File: src/rtl/ps2_pkg.sv
// ps2_pkg -- shared definitions for the PS/2 host interface.
//   * ps2_tx_state_e : host-to-device transmit FSM states
//   * DEF_*_CYCLES   : default timing at a 50 MHz system clock
//   * *_CNT_W        : counter widths used by the transmitter
//   * KBD_*          : common keyboard command / response bytes
//   * odd_parity()   : parity bit that makes the 9-bit {parity,data} word odd
package ps2_pkg;

  typedef enum logic [2:0] {
    ST_IDLE,
    ST_INHIBIT,
    ST_REQ,
    ST_DATA,
    ST_PARITY,
    ST_STOP,
    ST_ACK,
    ST_WAIT_IDLE
  } ps2_tx_state_e;

  localparam int DEF_INHIBIT_CYCLES = 5000;    // 100 us at 50 MHz
  localparam int DEF_TIMEOUT_CYCLES = 750000;  // 15 ms at 50 MHz

  localparam int INHIBIT_CNT_W = 13;
  localparam int WDOG_CNT_W    = 20;
  localparam int BIT_IDX_W     = 4;

  localparam logic [7:0] KBD_CMD_SET_LEDS = 8'hED;
  localparam logic [7:0] KBD_CMD_ENABLE   = 8'hF4;
  localparam logic [7:0] KBD_CMD_RESET    = 8'hFF;
  localparam logic [7:0] KBD_RSP_ACK      = 8'hFA;

  function automatic logic odd_parity(input logic [7:0] d);
    return ~^d;
  endfunction

endpackage

File: src/rtl/ps2_sync_edge.sv
// ps2_sync_edge -- two-flop synchronizer plus falling-edge detector for one
// open-drain PS/2 line. Usable by both the host transmitter and a receiver.
//   clk       : system clock
//   reset     : asynchronous active-high reset (line assumed idle-high)
//   line_in   : raw, asynchronous line level
//   line_sync : synchronized line level
//   line_fall : one-cycle pulse when line_sync went 1 -> 0
module ps2_sync_edge (
  input  logic clk,
  input  logic reset,
  input  logic line_in,
  output logic line_sync,
  output logic line_fall
);

  logic meta_q, meta_d;
  logic sync_q, sync_d;
  logic prev_q, prev_d;

  always_comb begin
    meta_d = line_in;
    sync_d = meta_q;
    prev_d = sync_q;
  end

  // Idle PS/2 lines are pulled high, so reset to 1 to avoid a false edge.
  always_ff @(posedge clk or posedge reset) begin
    if (reset) begin
      meta_q <= 1'b1;
      sync_q <= 1'b1;
      prev_q <= 1'b1;
    end else begin
      meta_q <= meta_d;
      sync_q <= sync_d;
      prev_q <= prev_d;
    end
  end

  assign line_sync = sync_q;
  assign line_fall = prev_q & ~sync_q;

endmodule

File: src/rtl/ps2_host_tx.sv
// ps2_host_tx -- sends one command byte from the host to a PS/2 device.
// Sequence: inhibit clock, request-to-send, shift 8 data bits LSB first,
// odd parity, release for stop, sample the device ACK, wait for bus idle.
//   clk, reset             : system clock, asynchronous active-high reset
//   tx_data/tx_valid       : byte to send, accepted when tx_ready is high
//   tx_ready / busy        : idle indication and its complement
//   ps2_clk_in/ps2_dat_in  : raw line levels
//   ps2_clk_oe/ps2_dat_oe  : 1 = pull line low, 0 = release
//   tx_done / tx_error     : one-cycle result pulses (ACK / NACK or timeout)
module ps2_host_tx
  import ps2_pkg::*;
#(
  parameter int INHIBIT_CYCLES = DEF_INHIBIT_CYCLES,
  parameter int TIMEOUT_CYCLES = DEF_TIMEOUT_CYCLES
) (
  input  logic       clk,
  input  logic       reset,
  input  logic [7:0] tx_data,
  input  logic       tx_valid,
  output logic       tx_ready,
  input  logic       ps2_clk_in,
  input  logic       ps2_dat_in,
  output logic       ps2_clk_oe,
  output logic       ps2_dat_oe,
  output logic       tx_done,
  output logic       tx_error,
  output logic       busy
);

  localparam logic [INHIBIT_CNT_W-1:0] INHIBIT_LAST = INHIBIT_CNT_W'(INHIBIT_CYCLES - 1);
  localparam logic [WDOG_CNT_W-1:0]    WDOG_LAST    = WDOG_CNT_W'(TIMEOUT_CYCLES - 1);

  logic clk_sync, clk_fall;
  logic dat_sync, dat_fall_unused;

  ps2_sync_edge u_clk_sync (
    .clk       (clk),
    .reset     (reset),
    .line_in   (ps2_clk_in),
    .line_sync (clk_sync),
    .line_fall (clk_fall)
  );

  ps2_sync_edge u_dat_sync (
    .clk       (clk),
    .reset     (reset),
    .line_in   (ps2_dat_in),
    .line_sync (dat_sync),
    .line_fall (dat_fall_unused)
  );

  ps2_tx_state_e            state_q, state_d;
  logic [7:0]               data_q, data_d;
  logic                     parity_q, parity_d;
  logic [INHIBIT_CNT_W-1:0] inhibit_cnt_q, inhibit_cnt_d;
  logic [BIT_IDX_W-1:0]     bit_idx_q, bit_idx_d;
  logic [WDOG_CNT_W-1:0]    wdog_q, wdog_d;
  logic                     dat_oe_q, dat_oe_d;
  logic                     tx_done_q, tx_done_d;
  logic                     tx_error_q, tx_error_d;
  logic                     wdog_active, wdog_hit;

  always_comb begin
    state_d       = state_q;
    data_d        = data_q;
    parity_d      = parity_q;
    inhibit_cnt_d = inhibit_cnt_q;
    bit_idx_d     = bit_idx_q;
    wdog_d        = wdog_q;
    dat_oe_d      = dat_oe_q;
    tx_done_d     = 1'b0;
    tx_error_d    = 1'b0;
    wdog_active   = (state_q inside {ST_DATA, ST_PARITY, ST_STOP, ST_ACK, ST_WAIT_IDLE});
    wdog_hit      = (wdog_q == WDOG_LAST);

    case (state_q)
      ST_IDLE: begin
        dat_oe_d = 1'b0;
        if (tx_valid) begin
          data_d        = tx_data;
          parity_d      = odd_parity(tx_data);
          inhibit_cnt_d = '0;
          bit_idx_d     = '0;
          state_d       = ST_INHIBIT;
        end
      end
      ST_INHIBIT: begin
        if (inhibit_cnt_q == INHIBIT_LAST) begin
          dat_oe_d = 1'b1;  // request-to-send: data low while clock still held
          state_d  = ST_REQ;
        end else begin
          inhibit_cnt_d = inhibit_cnt_q + 13'd1;
        end
      end
      ST_REQ: begin
        // Releasing the clock with data still low is the start bit.
        wdog_d  = '0;
        state_d = ST_DATA;
      end
      ST_DATA: begin
        if (clk_fall) begin
          dat_oe_d  = ~data_q[bit_idx_q[2:0]];
          bit_idx_d = bit_idx_q + 4'd1;
          if (bit_idx_q == 4'd7) begin
            state_d = ST_PARITY;
          end
        end
      end
      ST_PARITY: begin
        if (clk_fall) begin
          dat_oe_d  = ~parity_q;
          bit_idx_d = bit_idx_q + 4'd1;
          state_d   = ST_STOP;
        end
      end
      ST_STOP: begin
        if (clk_fall) begin
          dat_oe_d  = 1'b0;
          bit_idx_d = bit_idx_q + 4'd1;
          state_d   = ST_ACK;
        end
      end
      ST_ACK: begin
        if (clk_fall) begin
          bit_idx_d = bit_idx_q + 4'd1;
          if (dat_sync) begin
            tx_error_d = 1'b1;
          end else begin
            tx_done_d = 1'b1;
          end
          state_d = ST_WAIT_IDLE;
        end
      end
      ST_WAIT_IDLE: begin
        dat_oe_d = 1'b0;
        if (clk_sync && dat_sync) begin
          state_d = ST_IDLE;
        end
      end
      default: begin
        state_d = ST_IDLE;
      end
    endcase

    // Watchdog overrides everything, including a clock edge in the same
    // cycle. WAIT_IDLE is only reached after a result pulse, so expiry
    // there just returns to IDLE silently.
    if (wdog_active) begin
      if (wdog_hit) begin
        state_d    = ST_IDLE;
        dat_oe_d   = 1'b0;
        bit_idx_d  = bit_idx_q;
        tx_done_d  = 1'b0;
        tx_error_d = (state_q != ST_WAIT_IDLE);
      end else begin
        wdog_d = wdog_q + 20'd1;
      end
    end
  end

  always_ff @(posedge clk or posedge reset) begin
    if (reset) begin
      state_q       <= ST_IDLE;
      data_q        <= '0;
      parity_q      <= 1'b0;
      inhibit_cnt_q <= '0;
      bit_idx_q     <= '0;
      wdog_q        <= '0;
      dat_oe_q      <= 1'b0;
      tx_done_q     <= 1'b0;
      tx_error_q    <= 1'b0;
    end else begin
      state_q       <= state_d;
      data_q        <= data_d;
      parity_q      <= parity_d;
      inhibit_cnt_q <= inhibit_cnt_d;
      bit_idx_q     <= bit_idx_d;
      wdog_q        <= wdog_d;
      dat_oe_q      <= dat_oe_d;
      tx_done_q     <= tx_done_d;
      tx_error_q    <= tx_error_d;
    end
  end

  // Clock drive decodes straight from state so reset releases it at once.
  assign ps2_clk_oe = (state_q == ST_INHIBIT) || (state_q == ST_REQ);
  assign ps2_dat_oe = dat_oe_q;
  assign tx_ready   = (state_q == ST_IDLE);
  assign busy       = ~tx_ready;
  assign tx_done    = tx_done_q;
  assign tx_error   = tx_error_q;

endmodule

File: config.mk
export PLATFORM = sky130hd
export DESIGN_NAME = ps2_host_tx
export DESIGN_NICKNAME = d
export VERILOG_FILES = /design/src/rtl/ps2_pkg.sv /design/src/rtl/ps2_sync_edge.sv /design/src/rtl/ps2_host_tx.sv
export SDC_FILE = /design/constraint.sdc
export NUM_CORES = 1
export LEC_CHECK = 0
export ABC_AREA = 1
export CORE_AREA = 2 2 99 101
export CTS_BUF_LIST = sky130_fd_sc_hd__clkbuf_16
export DETAILED_ROUTE_END_ITERATION = 8
export DIE_AREA = 0 0 101 103
export GPL_ROUTABILITY_DRIVEN = 0
export GPL_TIMING_DRIVEN = 0
export PLACE_DENSITY = 0.67
export SLEW_MARGIN = 20
export SYNTH_ARGS = -nofsm -noshare
export SYNTH_HDL_FRONTEND = slang
export SYNTH_SLANG_ARGS = --single-unit
File: constraint.sdc
create_clock -name clk -period 5.55 [get_ports clk]
set_input_delay 1.665 -clock clk [delete_from_list [all_inputs] [get_ports clk]]
set_output_delay 1.665 -clock clk [all_outputs]
set_load 0.02 [all_outputs]
## Yosys cells after proc, flatten, opt, wreduce, memory -nomap -nowiden

Index checks and enable logic that the tools add are counted.

| operators by class | value |
|---|---|
| eq/ne operators | 14 |
| mux-type cells | 41 |
| bitwise operators | 5 |
| order comparisons | 1 |
| reductions and logical operators | 10 |
| $add $sub $neg | 3 |

Operators with widths:

| operator | number |
|---|---|
| $mux 20 | 3 |
| $mux 3 | 10 |
| $mux 13 | 2 |
| $pmux 13 s2 | 1 |
| $pmux 3 s8 | 1 |
| $add 20x1->20 const B | 1 |
| $eq 20x20->1 const B | 1 |
| $mux 1 | 17 |
| $mux 4 | 4 |
| $add 13x1->13 const B | 1 |
| $eq 13x13->1 const B | 1 |
| $eq 3x3->1 const B | 4 |
| $pmux 4 s2 | 1 |
| $reduce_xnor 8->1 | 1 |
| $eq 3x2->1 const B | 2 |
| $ne 2x2->1 const B | 3 |
| $pmux 1 s5 | 1 |
| $reduce_bool 5->1 | 1 |
| $add 4x1->4 const B | 1 |
| $eq 4x3->1 const B | 1 |
| $lt 3x4->1 const B | 1 |
| $not 1->1 | 4 |
| $reduce_or 4->1 | 1 |
| $bmux 1 s3 | 1 |
| other kinds (10) | 10 |

| word-level totals | value |
|---|---|
| output and inout port bits | 6 |
| register bits | 57 |
| input port bits | 13 |
| word-level logic and storage cells | 88 |

## Logic depth before layout (Yosys ltp)

Gate-level depths: netlist (run 1).

| logic depth | value |
|---|---|
| depth in word-level cells | 7 |
| depth in mapped cells | 10 |
| gate-level depth less buffers | 10 |

## By module

From an unflattened synthesis (run 1), not the netlist that was laid out.

| second synthesis, totals | value |
|---|---|
| cell total of the unflattened synthesis | 490 |
| area, all modules | 3,474.6 um^2 |

Modules (own cells, without submodules):

| module | area an instance (um^2) | cells an instance | sequential area each (um^2) | times used |
|---|---|---|---|---|
| ps2_host_tx | 3,289.4 | 478 | 1,301.2 | 1 |
| ps2_sync_edge | 92.6 | 6 | 78.8 | 2 |

## Least setup slack after synthesis (run 1)

Ideal clock, no wire load.

| path | value |
|---|---|
| path kind | reg2out |
| from | register state_q[0] |
| to | output ps2_clk_oe |
| slack | 2.666 ns |
| cell stages (with the launch flop) | 7 |
| data required time | 3.885 ns |
| arrival time | 1.219 ns |
| path buffers | 1 |
| path through | dfrtp_1 -> inv_2 -> nand2_4 -> nor2_2 -> inv_4 -> clkbuf_1 -> nand2_1 |

| on the way | value |
|---|---|
| longest elaborated chain between the ends | 2 |
| elaborated cells on any way between the ends | 3 |
| those cells by class | eq/ne: 2; reduce/logical: 1 |

RTL lines:

| item | line | RTL |
|---|---|---|
| start, declared | ps2_host_tx.sv:52 | `ps2_tx_state_e state_q, state_d;` |
| start signal, assigned | ps2_host_tx.sv:173 | `state_q <= state_d;` |
| $eq 3x1->1 / $eq 3x2->1 (equally long branches) | ps2_host_tx.sv:186 | `assign ps2_clk_oe = (state_q == ST_INHIBIT) \|\| (state_q == ST_REQ);` |
| $logic_or 1x1->1 (*) | ps2_host_tx.sv:186 |  |
| end, declared | ps2_host_tx.sv:23 | `output logic ps2_clk_oe,` |

Mark *: on every way between the ends. The rest lies on a longest branch, timed or not.

## Final worst setup path (run 1)

Same ends and word-level chain as after synthesis.

==> results of run 1 <==
-- power groups by stage --
stage	sequential [mW]	clock, mW	combinational (mW)
final	0.539	0.574	0.334
after global routing	0.550	0.607	0.385
after detailed placement	0.545	0	0.336
after CTS	0.539	0.585	0.338
after floorplan	0.529	0	0.248
after global placement	0.544	0	0.329
-- worst reg2reg max path, cell delays in order (launching register included) --
cell and delay [ns]:
sky130_fd_sc_hd__dfrtp_1 0.45, sky130_fd_sc_hd__ha_1 0.27, sky130_fd_sc_hd__nand3_2 0.15, sky130_fd_sc_hd__nor2_1 0.30, sky130_fd_sc_hd__nand3_1 0.19, sky130_fd_sc_hd__nor2_1 0.15, sky130_fd_sc_hd__nand2_1 0.06, sky130_fd_sc_hd__nand3_1 0.08
sky130_fd_sc_hd__nand2_1 0.05
-- layer usage --
metal	vias up	wire, um	track usage [%]
met3	24	363	4.61
met2	83	3850	29.5
met5	-	0	0
met4	0	220	8.32
li1	1678	-	-
met1	1527	3660	21.7
-- layout by cell type (no fill, tap or decap), types with 6 or more instances in the layout --
| cell | count |
|---|---|
| sky130_fd_sc_hd__nand2_1 | 161 |
| sky130_fd_sc_hd__nand3_1 | 59 |
| sky130_fd_sc_hd__dfrtp_1 | 52 |
| sky130_fd_sc_hd__inv_1 | 43 |
| sky130_fd_sc_hd__nor2_1 | 40 |
| sky130_fd_sc_hd__clkdlybuf4s50_1 | 18 |
| sky130_fd_sc_hd__nand4_1 | 17 |
| sky130_fd_sc_hd__nor3_1 | 15 |
| sky130_fd_sc_hd__o21ai_1 | 14 |
| sky130_fd_sc_hd__inv_2 | 12 |
| sky130_fd_sc_hd__xnor2_1 | 12 |
| sky130_fd_sc_hd__xor2_1 | 10 |
| sky130_fd_sc_hd__clkbuf_16 | 9 |
| sky130_fd_sc_hd__buf_2 | 7 |
| sky130_fd_sc_hd__nand2_2 | 6 |
-- layout make-up --
type | count | area (um^2)
Clock inverter | 7 | 86.3
Clock buffer | 9 | 225
Inverter | 56 | 215
Fill cell | 946 | 5190
Multi-Input combinational cell | 377 | 1900
Timing Repair Buffer | 18 | 180
Tap cell | 114 | 143
Buffer | 13 | 80.1
Sequential cell | 57 | 1430
-- kinds of logic (layout without fill, tap and decap cells) --
family | Yosys count | count (layout)
buf+inv | 69 | 103
fa+ha+maj | 3 | 3
simple gates | 321 | 321
xor+xnor | 22 | 22
flops | 57 | 57
compound gates | 31 | 31
-- how the worst min path moves through the flow --
stage,from,to,slack [ns],cells after the start
2_1_floorplan,u_clk_sync.meta_q,u_clk_sync.line_sync,0.35,0
3_3_place_gp,u_clk_sync.meta_q,u_clk_sync.line_sync,0.35,0
3_5_place_dp,u_clk_sync.meta_q,u_clk_sync.line_sync,0.35,0
4_1_cts,u_clk_sync.meta_q,u_clk_sync.line_sync,0.35,0
5_1_grt,u_dat_sync.meta_q,u_dat_sync.line_sync,0.36,0
6_report,u_clk_sync.meta_q,u_clk_sync.line_sync,0.35,0
-- flip-flops by register name, summed over array words and instances, names as in the netlist --
name / cells
bit_idx_q: 4
data_q: 8
inhibit_cnt_q: 13
parity_q: 1
ps2_dat_oe: 1
state_q: 3
tx_done: 1
tx_error: 1
u_clk_sync.line_sync: 1
u_clk_sync.meta_q: 1
u_clk_sync.prev_q: 1
u_dat_sync.line_sync: 1
u_dat_sync.meta_q: 1
wdog_q: 20
-- through the flow --
step / area (um^2) / cells / utilization (%) / setup WS, ns / power, mW
2_1_floorplan: 3630 / 503 / - / 2.49 / 0.777
3_3_place_gp: 3950 / 635 / 41.8 / 1.40 / 0.873
3_5_place_dp: 3960 / 635 / 41.8 / 1.96 / 0.880
4_1_cts: 4270 / 651 / 45.1 / 1.61 / 1.46
5_1_grt: 4270 / 651 / 45.1 / 1.48 / 1.54
6_report: 4270 / 651 / 45.1 / 1.64 / 1.45
==> flow_metrics.tcl, run 1 <==
set metrics [dict create \
    ratio_of_cells_with_drive_above_1_in_the_final_layout_pct 13.4 \
    combPwrFrac_pct 23.1 \
    drcViolationCount 0 \
    post_cts_resized 0 \
    reg2reg_setup_slack_ns 3.76 \
    arrival_ns 2.25 \
    synth-seq-area-share_pct 39.5 \
    switching_share_pct 31.4 \
    crit_path_end "ps2_clk_oe" \
    detail-route-antenna-nets 0 \
    cts_setup_buffers 0 \
    regToRegEndpoint "wdog_q[18]" \
    largest_family_of_logic_cells_by_synthesized_area "simple AND/OR/NAND/NOR gates" \
    synth_commonest_cells "sky130_fd_sc_hd__nand2_1 (161), sky130_fd_sc_hd__nand3_1 (59), sky130_fd_sc_hd__dfrtp_1 (52)" \
    static-leakage-power_nw 2.02 \
    critical_path_required_ns 3.88 \
    via_total_after_detailed_routing 3312 \
    status "finished, final reports clean" \
    source_to_sink_clock_delay_at_the_later_pin_of_the_worst_skew_pair_ns 0.32 \
    vias_in_the_first_global_route 3287 \
    post_synth_mux_area_share_pct 0 \
    num_antenna_cells 0 \
    max_stage_delay_ns 0.60 \
    synth-adder-area-share_pct 1.03 \
    drt_wl_total_um 8090 \
    grt-ovfl-total 0 \
    groute.usage.overall_pct 17.8 \
    synth_simple_gate_area_share_pct 41.0 \
    die_width_um 101 \
    p_sw_uw 454 \
    floorplan.io_pins 19 \
    critical-path-top-delay-family "buffers and inverters" \
    synth-edff-count 0 \
    initial_utilization_pct 38.4 \
    tightestPinTransition_ns 0.692 \
    synth_cells 503 \
    floorplan.die_area_um2 10400 \
    power.ir.vdd_worst_mv 0.210 \
    worstSetupStartpointType "flip-flop" \
    cts_hold_buffers 0 \
    routedWlPerCell_um 12.4 \
    initialDrtViolationCount 135 \
    synth-main-ff-cell "sky130_fd_sc_hd__dfrtp_1" \
    yosysUniqueCellTypes 42 \
    count_of_input_and_output_buffers 18 \
    worstSetupEndpointType "primary output" \
    die_height_um 103 \
    internal-power_uw 993 \
    firstDrtPassIters 5 \
    mappedNetlistNets 519 \
    placementRows 36 \
    numCtsBuffers 9 \
    clock_sinks 57 \
    synth-compound-area-share_pct 5.14 \
    placeableCoreArea_um2 9460 \
    holdCritPathClass "reg2reg" \
    timing.rr.start "wdog_q[0]" \
    hold_viol_final 0 \
    synth_largest_type_area_fraction_pct 35.8 \
    r2r_cells 8 \
    synth.most_common_cell "sky130_fd_sc_hd__nand2_1" \
    antenna_found_initial 0 \
    synth.ff_latch_count 57 \
    cts-htree-levels 3 \
    grt_pass1_wl_um 14700 \
    p_clk_share_pct 39.6 \
    layout.nets 548 \
    synthXorXnorAreaFrac_pct 5.31 \
    clk_pin_slew_ns 0.05 \
    power_density_nw_per_um2 339 \
    async_reset_ff_share_pct 100 \
    seqPwrFrac_pct 37.3 \
    criticalPathCategory "reg2out" \
    netlist_area_um2 3630 \
    maxSlewViolCount 0 \
    clock_skew_ns 0.00940 \
    areaGrowthSynthToFinish_pct 17.5 \
    yosys-top-cells-area "sky130_fd_sc_hd__dfrtp_1 (36%), sky130_fd_sc_hd__nand2_1 (17%), sky130_fd_sc_hd__nand3_1 (8.1%), sky130_fd_sc_hd__inv_1 (4.4%), sky130_fd_sc_hd__nor2_1 (4.1%)" \
    timing.setup.tns_ns 0 \
    tritoncts "built" \
    synthesis.area_per_instance_um2 7.22 \
    timing.fmax_mhz 256 \
    slew-limit-headroom_pct 53.8 \
    cp-startpoint "state_q[0]" \
    cp_slowest_cell "sky130_fd_sc_hd__clkdlybuf4s50_1" \
    rsz0062_at_grt "no" \
    synth.yosys.warnings 0 \
    cap_violations 0 \
    clk_path_buf_depth 2 \
    critical_path_depth 7 \
    grt_max_degree 58 \
    final_hold_slack_ns 0.349 \
    finalCriticalPeriod_ns 3.91 \
    hpwlAfterDp_um 6000 \
    crit_buf_inv 4 \
    routed_via_density 5.09 \
    timing.final.setup_violations 0 \
    cells_along_the_critical_path "inv_2, nand2_4, nor2_2, inv_4, clkbuf_1, nand2_1, clkdlybuf4s50_1" \
    crit_path_max_fanout 10 \
    ctsRootBufferMaster "sky130_fd_sc_hd__clkbuf_16" \
    yosysTopAreaCell "sky130_fd_sc_hd__dfrtp_1" \
    post-route-period-util_pct 70.5 \
]
No activity file was read; power rests on OpenSTA's default activity.
==> inputs of run 2 (changes only) <==
==> constraint.sdc (replaced) <==
create_clock -name clk -period 3.6 [get_ports clk]
set_input_delay 1.08 -clock clk [delete_from_list [all_inputs] [get_ports clk]]
set_output_delay 1.08 -clock clk [all_outputs]
set_load 0.02 [all_outputs]
==> results of run 2 <==
Same layout as run 1 (identical final DEF). Status: finished, final reports clean.
Main changes from that run: setup slack after placement 1.96 ns -> 0.594 ns; setup slack after layout 1.64 ns -> 0.274 ns; register-to-register setup slack 3.76 ns -> 1.81 ns; total power 1.45 mW -> 2.23 mW; worst IR drop on VDD 0.210 mV -> 0.323 mV
==> RTL edit 1 (settings of run 2) <==
Put one more register stage on the output `tx_error`, with the module's reset. The value now appears one clock later. The other outputs are not delayed to match. Comments in the files are not updated.
--- a/src/rtl/ps2_host_tx.sv
+++ b/src/rtl/ps2_host_tx.sv
@@ -189,5 +189,11 @@
   assign busy       = ~tx_ready;
   assign tx_done    = tx_done_q;
-  assign tx_error   = tx_error_q;
+  always_ff @(posedge clk or posedge reset) begin
+    if (reset) begin
+      tx_error <= '0;
+    end else begin
+      tx_error <= tx_error_q;
+    end
+  end
 
 endmodule
Function: same outputs for any inputs over 10 cycles, from zero or initial values and one cycle with reset high; that may be too few to reach the edited logic, so the function may still have changed.
==> RTL edit 1 against run 2 <==
Sequential cell count is 1 higher. First-iteration DRC count is 22% higher. Synthesized area is 0.69% higher. Critical endpoint unchanged. Power is 0.80% higher. Fmax is 0.33% lower. Largest power group unchanged. Critical path type unchanged. Wire length is 2.7% higher. Sequential power is 2% higher. Design area is 1.0% higher. Combinational power is 2% higher. Critical path depth stayed put. Setup slack worse by 0.011 ns. Clock power is 0.7% lower. Synthesized cell count is 0.20% higher.
==> RTL edit 1: results (changes against run 2) <==
[pwr] static leakage power 2.046 nW [+1.3%]
[synth] adder and majority cell fraction of the synthesized area 1.027% [-0.0071 points]
[placed_design] number of buffer cells added on primary ports 18 [unchanged]
[critical_path] Crit path max-delay family buffers and inverters
[drt] drt via density 5.135 [+0.93%]
[cells_and_area] share of layout cells above drive strength 1 13.01% [-0.40 points]
[run_status] outcome finished, final reports clean
[critical_path] reg-to-reg setup timing slack 1.84 ns [+0.03 ns]
[grt] global-route usage over all layers 18.00% [+0.24 points]
[clocking] Clock Root Buffer sky130_fd_sc_hd__clkbuf_16
[hold_path] Worst Min Path Start tx_error_q$_DFF_PP0_
[cells_and_area] # nets final 550 [+0.36%]
[drt] average wire per cell in the routed design 12.75 um [+2.5%]
[hold_path] worst min path class reg2reg
[synth] fraction of synthesized area in multiplexers 0% [unchanged]
[synth] xor/xnor cell area share of the yosys netlist 5.272% [-0.036 points]
[grt] wire length of the first global-routing pass 14800 um [+0.84%]
[grt] vias in the first global route 3303 [+0.49%]
[drt] number of design-rule violations left by the first detailed-router iteration 165 [+22%]
[timing] maximum clock skew at final layout 0.006693 ns [-0.002704 ns]
[synth] nets in the synthesized netlist 520 [+0.19%]
[hold_path] Worst Hold End tx_error$_DFF_PP0_
[pwr] worst-case vdd ir drop 0.2982 mV [-7.8%]
[synth] top post-synthesis cells by area sky130_fd_sc_hd__dfrtp_1 (36%), sky130_fd_sc_hd__nand2_1 (17%), sky130_fd_sc_hd__nand3_1 (8.1%), sky130_fd_sc_hd__inv_1 (4.4%), sky130_fd_sc_hd__nor2_1 (4.1%)
[placed_design] HPWL Detailed 6028 um [+0.51%]
[synth] register area share after synthesis 39.88% [+0.41 points]
[timing] Worst-Margin Slew 0.4512 ns [-0.2411 ns]
[synth] leading cell types by count after synthesis sky130_fd_sc_hd__nand2_1 (161), sky130_fd_sc_hd__nand3_1 (59), sky130_fd_sc_hd__dfrtp_1 (53)
[grt] largest net degree at the start of global routing 59 [+1.7%]
[clocking] setup fix buffers added after clock tree synthesis 0 [unchanged]
RTL edit 1: changes by cell type in the layout (fill, tap and decap cells not counted), sizes merged:
cell and change:
buf +1, clkinv -1, clkinvlp -1, dfrtp +1, inv +1
RTL edit 1: logic make-up (layout without fill, tap and decap cells):
kind of cell / Yosys count / count (layout)
xor gates and xnor gates: 22 / 22
DFF: 58 / 58
and+or+nand+nor: 321 / 321
adders and majority gates: 3 / 3
buffers and inverters: 69 / 103
AOI/OAI and AO/OA: 31 / 31
RTL edit 1: worst max path at each step:
stage	start	end	slack (ns)	depth (start not counted)
floorplan	reset	bit_idx_q[0]$_DFFE_PP0P_	1.10	1
global placement	reset	bit_idx_q[0]$_DFFE_PP0P_	0.002	2
detailed placement	state_q[0]$_DFF_PP0_	ps2_clk_oe	0.60	7
CTS	state_q[0]$_DFF_PP0_	ps2_clk_oe	0.24	7
global route	state_q[0]$_DFF_PP0_	ps2_clk_oe	0.12	7
finish	state_q[0]$_DFF_PP0_	ps2_clk_oe	0.26	7
RTL edit 1: cell type report:
cell class | instances | area, sq um
fillers | 958 | 5150
multi-input cells | 377 | 1904
flip-flops and latches | 58 | 1458
clock buffers | 9 | 225.2
inverters | 56 | 215.2
repair buffers | 19 | 207.7
well taps | 114 | 142.6
plain buffers | 13 | 80.08
clock inverters | 6 | 76.32
RTL edit 1: where the power goes:
| part | internal (mW) | total, mW | switching [mW] |
|---|---|---|---|
| combinational | 0.192 | 0.526 | 0.333 |
| clock | 0.592 | 0.878 | 0.286 |
| sequential | 0.755 | 0.845 | 0.0909 |
| total | 1.54 | 2.25 | 0.710 |
RTL edit 1: per-stage QoR:
stage / area [sq um] / instances / hold WS (ns) / worst slack, ns
after global routing: 4309 / 652 / 0.3565 / 0.1158
after CTS: 4309 / 652 / 0.3558 / 0.2351
after global placement: 3978 / 636 / 0.3410 / 0.001599
after floorplan: 3655 / 504 / 0.3312 / 1.100
final: 4309 / 652 / 0.3543 / 0.2631
after detailed placement: 4008 / 637 / 0.3470 / 0.6008
RTL edit 1: per-layer routing:
metal  track usage (%)  part of all wire (%)  vias up
met5                 0                     0        -
met4             7.900                   3.2        0
met3             5.085                   4.2       25
met2             30.56                    48       92
met1             21.39                    45     1550
li1                  -                     -     1681
RTL edit 1: worst register-to-register path, delay by kind of cell (launching register included):
family / cells / cell delay (ns)
adders and majority gates: 1 / 0.27
DFF: 1 / 0.46
and+or+nand+nor: 7 / 0.93
==> RTL edit 2 (config.mk and constraints of run 2) <==
Made on the original files. The package constant `DEF_INHIBIT_CYCLES` goes from 5000 to 4096.
--- a/src/rtl/ps2_pkg.sv
+++ b/src/rtl/ps2_pkg.sv
@@ -18,5 +18,5 @@
   } ps2_tx_state_e;
 
-  localparam int DEF_INHIBIT_CYCLES = 5000;    // 100 us at 50 MHz
+  localparam int DEF_INHIBIT_CYCLES = 4096;    // 100 us at 50 MHz
   localparam int DEF_TIMEOUT_CYCLES = 750000;  // 15 ms at 50 MHz
 
Function: no difference found for any inputs over 10 cycles, from zero or initial values and one cycle with reset high; that may be too few to reach the edited logic, so the function may still have changed.
==> RTL edit 2 against run 2 <==
Count of clock-buffer cells in the layout stayed put. Synthesized area down 0.24%. Power down 9.3%. Global-route usage decreased by 0.81 points. Cell count is 1.8% lower. Design area decreased by 0.91%. Fmax is 3.1% higher. Setup slack improved by 0.099 ns. Wire length shrank 1.2%. Synthesized cell count shrank 2.4%. Largest power group is now registers. Sequential cell count stayed put. Utilization fell by 0.41 points.
==> RTL edit 2: results (changes against run 2) <==
[run_status] outcome finished, final reports clean
[hold_path] Worst Hold End u_dat_sync.line_sync$_DFF_PP1_
[critical_path] crit path from state_q[2]$_DFF_PP0_
[cells_and_area] multi-input logic cell count 370 [-1.9%]
[timing] Max transition margin 66.33% [+12 points]
[cells_and_area] share of layout cells above drive strength 1 14.29% [+0.88 points]
[cells_and_area] filler cell count 956 [+1.1%]
[drt] vias after detailed routing 3206 [-3.2%]
[synth] top post-synthesis cells by area sky130_fd_sc_hd__dfrtp_1 (36%), sky130_fd_sc_hd__nand2_1 (16%), sky130_fd_sc_hd__nand3_1 (7.0%), sky130_fd_sc_hd__inv_1 (5.0%), sky130_fd_sc_hd__nor2_1 (4.7%)
[grt] largest net degree at the start of global routing 45 [-22%]
[cells_and_area] non-clock buffering overhead in the final layout 6.215% [+0.12 points]
[drt] number of design-rule violations left by the first detailed-router iteration 133 [-1.5%]
[placed_design] setup slack after placement 0.6989 ns [+0.1049 ns]
[cells_and_area] area fraction of clock buffers and clock inverters 6.008% [-1.3 points]
[cells_and_area] synth-to-layout area growth 16.76%
[timing] WHS 0.3623 ns [+0.01327 ns]
[critical_path] reg-to-reg setup timing slack 1.88 ns [+0.07 ns]
[drt] overall routed net length 7995 um [-1.2%]
[grt] vias in the first global route 3089 [-6.0%]
[synth] register area share after synthesis 39.56% [+0.095 points]
[grt] global-route usage over all layers 16.95% [-0.81 points]
[placed_design] HPWL Detailed 5908 um [-1.5%]
[synth] Syn Inst Count 491 [-2.4%]
[drt] drt via density 5.017 [-1.4%]
[placed_design] placed cell count 624 [-1.7%]
[timing] maximum clock skew at final layout 0.008074 ns [-0.001323 ns]
[cells_and_area] # nets final 537 [-2.0%]
[synth] Cell variety after synth 36 [-14%]
[cells_and_area] fraction of area in multi-input gates 45.63% [+1.0 points]
[critical_path] Worst EP arrival 2.15 ns [-0.10 ns]
[grt] wire length of the first global-routing pass 14010 um [-4.6%]
[cells_and_area] number of non-clock inverters in the layout 54 [-3.6%]
[critical_path] number of cells traversed by the worst register-to-register path 9 [+1]
[placed_design] placed cell area 0.003974 sq mm [+0.47%]
[pwr] Net Sw Power 0.6591 mW [-5.9%]
[pwr] static leakage power 2.051 nW [+1.5%]
[synth] nets in the synthesized netlist 507 [-2.3%]
[critical_path] worst r2r src inhibit_cnt_q[0]$_DFFE_PP0P_
[hold_path] Worst Min Path Start u_dat_sync.meta_q$_DFF_PP1_
==> RTL edit 2: changes by cell type after synthesis, sizes merged, moves of 2 or more <==
cell / delta
o21ai: -3
xnor2: -2
nand4: -2
nand3: -8
clkbuf: -2
nor2: +7
a21oi: +2
inv: -3
xor2: +3
==> RTL edit 2: logic make-up (layout without fill, tap and decap cells) <==
group	count (synthesis)	in the layout	share of synthesized area, %
AOI/OAI and AO/OA	28	28	4.941
xor gates and xnor gates	23	23	5.563
and+or+nand+nor	316	316	41.74
adders and majority gates	3	3	1.037
DFF	57	57	39.56
buffers and inverters	64	98	7.152
==> RTL edit 2: routing by layer <==
metal  GRT usage, %  share of wire, %
met5              0                 0
met4          5.613               1.5
met3          3.661               3.5
met2          29.28                48
met1          21.18                47
==> RTL edit 2: power groups by stage <==
stage                     logic, mW  registers, mW  clock network, mW
after global routing          0.543          0.824              0.779
after floorplan               0.354          0.799                  0
after CTS                     0.483          0.810              0.748
final                         0.478          0.809              0.736
after global placement        0.468          0.816                  0
after detailed placement      0.480          0.817                  0
